[src/rtl/regfile_mp_sb_if.sv]
// Issue/write-back bus of the multi-port register file with busy scoreboard.
// The master drives the strobes and indices; the register file is the slave.
interface regfile_mp_sb_if #(
    parameter int N   = 8,
    parameter int R   = 32,
    parameter int NRD = 2
);
    localparam int RR = $clog2(R);

    logic              wr_en;
    logic [RR-1:0]     wr_id;
    logic [N-1:0]      wr_data;
    logic [NRD-1:0]    rd_en;
    logic [NRD*RR-1:0] rd_id;
    logic [NRD*N-1:0]  rd_data;
    logic [NRD-1:0]    rd_valid;
    logic [NRD-1:0]    rd_busy;
    logic              rsv_en;
    logic [RR-1:0]     rsv_id;
    logic [R-1:0]      busy;

    modport master (
        output wr_en, wr_id, wr_data, rd_en, rd_id, rsv_en, rsv_id,
        input  rd_data, rd_valid, rd_busy, busy
    );

    modport slave (
        input  wr_en, wr_id, wr_data, rd_en, rd_id, rsv_en, rsv_id,
        output rd_data, rd_valid, rd_busy, busy
    );
endinterface

[src/rtl/regfile_mp_sb.sv]
// Register file: 1 write port, NRD registered read ports with write-first bypass,
// per-register busy scoreboard and optional hardwired-zero R0.
module regfile_mp_sb #(
    parameter int N       = 8,
    parameter int R       = 32,
    parameter int NRD     = 2,
    parameter int ZERO_R0 = 1,
    localparam int RR     = $clog2(R)
) (
    input  logic           clk,
    input  logic           rst,
    regfile_mp_sb_if.slave bus
);

    logic [N-1:0]      r_regs [R];
    logic [R-1:0]      r_busy;
    logic [NRD*N-1:0]  r_rd_data;
    logic [NRD-1:0]    r_rd_valid;
    logic [NRD-1:0]    r_rd_busy;

    logic              w_wr_ok;
    logic              w_rsv_ok;
    logic [RR-1:0]     w_rd_idx [NRD];
    logic [N-1:0]      w_rd_val [NRD];
    logic [NRD-1:0]    w_rd_bsy;

    // An index is usable when it is in range and not the hardwired-zero R0.
    function automatic logic id_ok(input logic [RR-1:0] id);
        id_ok = (32'(id) < 32'(R)) && !((ZERO_R0 != 0) && (id == RR'(0)));
    endfunction

    // Qualify write and reservation strobes against the index rules.
    always_comb begin
        w_wr_ok  = bus.wr_en  && id_ok(bus.wr_id);
        w_rsv_ok = bus.rsv_en && id_ok(bus.rsv_id);
    end

    // Per-port read value and busy flag, with same-edge write bypass.
    always_comb begin
        for (int p = 0; p < NRD; p++) begin
            w_rd_idx[p] = bus.rd_id[p*RR +: RR];
            w_rd_val[p] = '0;
            w_rd_bsy[p] = 1'b0;
            if (!id_ok(w_rd_idx[p])) begin
                w_rd_val[p] = '0;
                w_rd_bsy[p] = 1'b0;
            end else if (bus.wr_en && (bus.wr_id == w_rd_idx[p])) begin
                w_rd_val[p] = bus.wr_data;
                w_rd_bsy[p] = 1'b0;
            end else begin
                w_rd_val[p] = r_regs[w_rd_idx[p]];
                w_rd_bsy[p] = r_busy[w_rd_idx[p]];
            end
        end
    end

    // Register array, scoreboard and read-port output registers.
    always_ff @(posedge clk) begin
        if (rst) begin
            for (int i = 0; i < R; i++) begin
                r_regs[i] <= '0;
            end
            r_busy     <= '0;
            r_rd_data  <= '0;
            r_rd_valid <= '0;
            r_rd_busy  <= '0;
        end else begin
            if (w_wr_ok) begin
                r_regs[bus.wr_id] <= bus.wr_data;
            end
            // A reservation in the same cycle as the write-back wins: new producer.
            for (int i = 0; i < R; i++) begin
                if (w_rsv_ok && (bus.rsv_id == RR'(i))) begin
                    r_busy[i] <= 1'b1;
                end else if (w_wr_ok && (bus.wr_id == RR'(i))) begin
                    r_busy[i] <= 1'b0;
                end
            end
            for (int p = 0; p < NRD; p++) begin
                if (bus.rd_en[p]) begin
                    r_rd_data[p*N +: N] <= w_rd_val[p];
                    r_rd_busy[p]        <= w_rd_bsy[p];
                    r_rd_valid[p]       <= 1'b1;
                end else begin
                    r_rd_valid[p]       <= 1'b0;
                end
            end
        end
    end

    assign bus.rd_data  = r_rd_data;
    assign bus.rd_valid = r_rd_valid;
    assign bus.rd_busy  = r_rd_busy;
    assign bus.busy     = r_busy;

endmodule
[src/flat_wrapper.sv]
// flat-port wrapper written by rule: the top's interface ports become plain ports
module regfile_mp_sb_flat 
#(
    parameter int N       = 8,
    parameter int R       = 32,
    parameter int NRD     = 2,
    parameter int ZERO_R0 = 1,
    localparam int RR     = $clog2(R)
)
  (clk, rst, bus_wr_en, bus_wr_id, bus_wr_data, bus_rd_en, bus_rd_id, bus_rsv_en, bus_rsv_id, bus_rd_data, bus_rd_valid, bus_rd_busy, bus_busy);
  regfile_mp_sb_if #(.N(N), .R(R), .NRD(NRD)) bus_i ();
  input  logic clk;
  input  logic rst;
  input wire logic [$bits(bus_i.wr_en)-1:0] bus_wr_en;
  input wire logic [$bits(bus_i.wr_id)-1:0] bus_wr_id;
  input wire logic [$bits(bus_i.wr_data)-1:0] bus_wr_data;
  input wire logic [$bits(bus_i.rd_en)-1:0] bus_rd_en;
  input wire logic [$bits(bus_i.rd_id)-1:0] bus_rd_id;
  input wire logic [$bits(bus_i.rsv_en)-1:0] bus_rsv_en;
  input wire logic [$bits(bus_i.rsv_id)-1:0] bus_rsv_id;
  output wire logic [$bits(bus_i.rd_data)-1:0] bus_rd_data;
  output wire logic [$bits(bus_i.rd_valid)-1:0] bus_rd_valid;
  output wire logic [$bits(bus_i.rd_busy)-1:0] bus_rd_busy;
  output wire logic [$bits(bus_i.busy)-1:0] bus_busy;
  assign bus_i.wr_en = bus_wr_en;
  assign bus_i.wr_id = bus_wr_id;
  assign bus_i.wr_data = bus_wr_data;
  assign bus_i.rd_en = bus_rd_en;
  assign bus_i.rd_id = bus_rd_id;
  assign bus_i.rsv_en = bus_rsv_en;
  assign bus_i.rsv_id = bus_rsv_id;
  assign bus_rd_data = bus_i.rd_data;
  assign bus_rd_valid = bus_i.rd_valid;
  assign bus_rd_busy = bus_i.rd_busy;
  assign bus_busy = bus_i.busy;
  regfile_mp_sb #(.N(N), .R(R), .NRD(NRD), .ZERO_R0(ZERO_R0)) u_core (.clk(clk), .rst(rst), .bus(bus_i));
endmodule
[config.mk]
export PLATFORM = sky130hd
export DESIGN_NAME = regfile_mp_sb_flat
export DESIGN_NICKNAME = d
export VERILOG_FILES = /design/src/rtl/regfile_mp_sb_if.sv /design/src/rtl/regfile_mp_sb.sv /design/src/flat_wrapper.sv
export SDC_FILE = /design/constraint.sdc
export NUM_CORES = 1
export LEC_CHECK = 0
export ABC_AREA = 0
export BUFFER_PORTS_ARGS = -buffer_cell sky130_fd_sc_hd__buf_2
export CORE_ASPECT_RATIO = 0.75
export CORE_UTILIZATION = 45
export CTS_CLUSTER_DIAMETER = 60
export DETAILED_ROUTE_END_ITERATION = 10
export MAX_ROUTING_LAYER = met4
export PLACE_DENSITY = 0.71
export RECOVER_POWER = 25
export SLEW_MARGIN = 40
export SYNTH_ARGS = -nofsm -noshare
export SYNTH_HDL_FRONTEND = slang
export SYNTH_SLANG_ARGS = --single-unit
[constraint.sdc]
create_clock -name clk -period 3.1 [get_ports clk]
set_clock_uncertainty 0.15 [all_clocks]
set_input_delay 0.62 -clock clk [delete_from_list [all_inputs] [get_ports clk]]
set_output_delay 0.62 -clock clk [all_outputs]
set_load 0.02 [all_outputs]
==> flow_summary_export.csv <==
group,metric,value,unit
status,status,"complete, no violations",
power,power.density,539,nW/µm²
critical_path,r2r_start,"u_core.bus.busy[31]",
layout,fin_cells,1839,
detailed_routing,wl_per_cell,28.6,µm
yosys,yosys.area.top_type,"edfxtp_1",
run,maxCapViolCount,0,
timing,fin_setup_tns,0,ns
detailed_routing,antenna_left,0,
placed_design,port_buffers,85,
yosys,synth-main-ff-cell,"edfxtp_1",
detailed_routing,post-route-drc-count,0,
power,sw_frac_of_total,25.6,%
power,power.share.combinational,12.4,%
placed_design,dpl_cell_area,17700,µm²
timing,fin_ws,0.278,ns
global_routing,antenna_found_initial,1,
yosys,synthTopCellsByCount,"256 x edfxtp_1, 243 x and2_1, 127 x mux4_2",
yosys,ys_seq_area_share,52.6,%
yosys,synth_area_per_cell,13.5,µm²
critical_path,endpoint_kind,"flip-flop",
floorplanning,core_area,36100,µm²
floorplanning,start_util,45.9,%
detailed_routing,num_vias,11800,
global_routing,gr-total-overflow,0,
clock_tree,cts_tree,"built",
timing,relSlewSlack,22.8,%
yosys,yosysWarnings,0,
timing,setup_viol,0,
yosys,postSynthCellCount,1231,
critical_path,r2r_end,"u_core.bus.rd_busy[0]",
layout,drive_above_1_share,22.8,%
timing,post-route-min-period,2.82,ns
clock_tree,cts-buffers-inserted,34,
placed_design,dp.cells,1778,
global_routing,grt_start_max_net_pins,42,
global_routing,track_usage,29.2,%
min_path,min_from,"bus_rsv_id[0]",
power,p_leak,6.74,nW
timing,period_share,91.0,%
power,seqPwrFrac,48.1,%
floorplanning,rows,60,
timing,rsz0062_at_grt,"no",
power,clkPwrFrac,39.5,%
placed_design,hpwlAfterDp,37100,µm
detailed_routing,dr.pass1.iters,5,
clock_tree,path_clk_slew,0.06,ns
timing,hold_violations,0,
clock_tree,clockBufferDepth,3,
clock_tree,cts_root_buffer,"clkbuf_16",
timing,timing.hold.ws,0.215,ns
clock_tree,cts_setup_buffers,0,
floorplanning,die_area,37600,µm²
layout,area_growth,12.9,%
clock_tree,ctsHtreeMaxLevel,2,
critical_path,r2r_slack,0.91,ns
placed_design,post-place-ws,0.142,ns
layout,finalCoreUtilization,51.9,%
yosys,ys_seq_elements,308,
detailed_routing,vias_per_cell,6.41,
floorplanning,die_h,168,µm
layout,nets,1352,
critical_path,arrival,2.82,ns
yosys,synth_top_area_share,46.3,%
min_path,min_path_cells,2,
yosys,synth.distinct_cells,48,
yosys,netlist_area,16600,µm²
power,peakVddDrop,0.000306,V
timing,tightest_slew,1.15,ns
yosys,yosysMostFrequentCell,"edfxtp_1",
floorplanning,boundaryPins,86,
min_path,hold_path.class,"input port to flip-flop",
global_routing,grt_pass1_wl,76400,µm
detailed_routing,drt_iter0_drc,1903,
critical_path,crit_type,"input port to flip-flop",
power,internal-power,7.51,mW
yosys,synth_edf_count,256,
placed_design,place_congestion,0.939,
timing,slew_viol_final,0,
clock_tree,cts_hold_buf,0,
power,p_sw,2.59,mW
critical_path,cp.required,3.10,ns
layout,finalInstanceArea,18700,µm²
power,total_power,10.1,mW
yosys,async_reset_ff_share,0,%
critical_path,crit_fanout,14,
clock_tree,ctsResizeCount,0,
global_routing,grt_pass1_vias,11200,
floorplanning,die-width,224,µm
timing,max_freq,354,MHz
clock_tree,clock_sinks,308,
clock_tree,clkLatencyLatePin,0.53,ns
critical_path,start_kind,"input port",
detailed_routing,totalWireLength,52600,µm
min_path,hold_end,"u_core.bus.busy[16]",
yosys,synth_area_leaders,"edfxtp_1 46%, mux4_2 17%, and2_1 9.2%, dfxtp_1 6.3%, mux2i_1 3.6%",
critical_path,reg2regPathDepth,4,
state kept, by name, summed over array words and instances (netlist names):
signal	cells
u_core.bus.busy	32
u_core.bus.rd_busy	2
u_core.bus.rd_data	16
u_core.r_regs	256
u_core.bus.rd_valid	2
metal layers:
metal | GRT usage [%] | up-vias | routed length [µm]
li1 | - | 4873 | -
met1 | 42.6 | 5911 | 21500
met2 | 40.0 | 910 | 22200
met3 | 8.01 | 93 | 7580
met4 | 7.21 | 0 | 1280
met5 | - | - | 0
power by group through the flow:
stage	Clock [mW]	Combinational, mW	Sequential, mW
2_1_floorplan	0	0.761	4.89
3_3_place_gp	0	1.21	4.92
3_5_place_dp	0	1.23	4.93
4_1_cts	4.00	1.23	4.84
5_1_grt	4.16	1.30	4.87
6_report	3.99	1.25	4.85
logic make-up (layout without fill, tap and decap cells):
family,Yosys count,count (layout),synth area share (%)
AO/OA/AOI/OAI,174,174,7.41
AND/OR/NAND/NOR,408,408,14.2
flip-flops,308,308,52.6
buffers and inverters,135,239,3.77
multiplexers,195,195,21.4
XOR/XNOR,10,10,0.528
other,1,9,0.0226
cell usage in the layout, fill, tap and decap left out, drive strengths merged, types with 8 or more instances in the layout:
cell type,netlist,routed
o31ai,9,9
nor3,17,17
and3,19,19
nor2b,10,10
and2,243,243
mux4,127,127
a21o,30,30
mux2i,59,59
o22a,10,10
clkbuf,59,76
clkinv,0,11
nand2,38,38
mux2,9,9
a22oi,22,22
nand2b,9,9
nand3,14,14
o22ai,30,30
buf,39,111
conb,1,8
o32ai,12,12
o21ai,34,34
nor2,33,33
edfxtp,256,256
inv,37,37
dfxtp,52,52
worst max path at each step:
| stage | startpoint | to | slack (ns) | cells past startpoint |
|---|---|---|---|---|
| floorplan | bus_rd_id[6] | u_core.bus.rd_data[10] | 0.68 | 8 |
| global placement | bus_wr_en | u_core.r_regs[3][0] | 0.14 | 5 |
| detailed placement | bus_rd_id[5] | u_core.bus.rd_data[15] | 0.14 | 8 |
| CTS | bus_rd_id[5] | u_core.bus.rd_data[15] | 0.68 | 8 |
| global route | bus_wr_id[2] | u_core.r_regs[20][6] | 0.30 | 5 |
| finish | bus_wr_id[2] | u_core.r_regs[20][2] | 0.28 | 5 |
worst max-delay path, stage by stage:
cell and delay (ns):
clkbuf_1 0.68, nand2b_1 0.41, nor2_1 0.35, a21o_1 0.16, clkbuf_1 0.57
cell type report:
cell class / instances / area, µm²
Tap cell: 496 / 621
Fill cell: 3054 / 17400
Inverter: 37 / 139
Sequential cell: 308 / 8730
Clock inverter: 15 / 101
Antenna cell: 1 / 2.50
Clock buffer: 45 / 980
Multi-Input combinational cell: 795 / 7280
Timing Repair Buffer: 142 / 885
(Power assumes the default switching activity.)
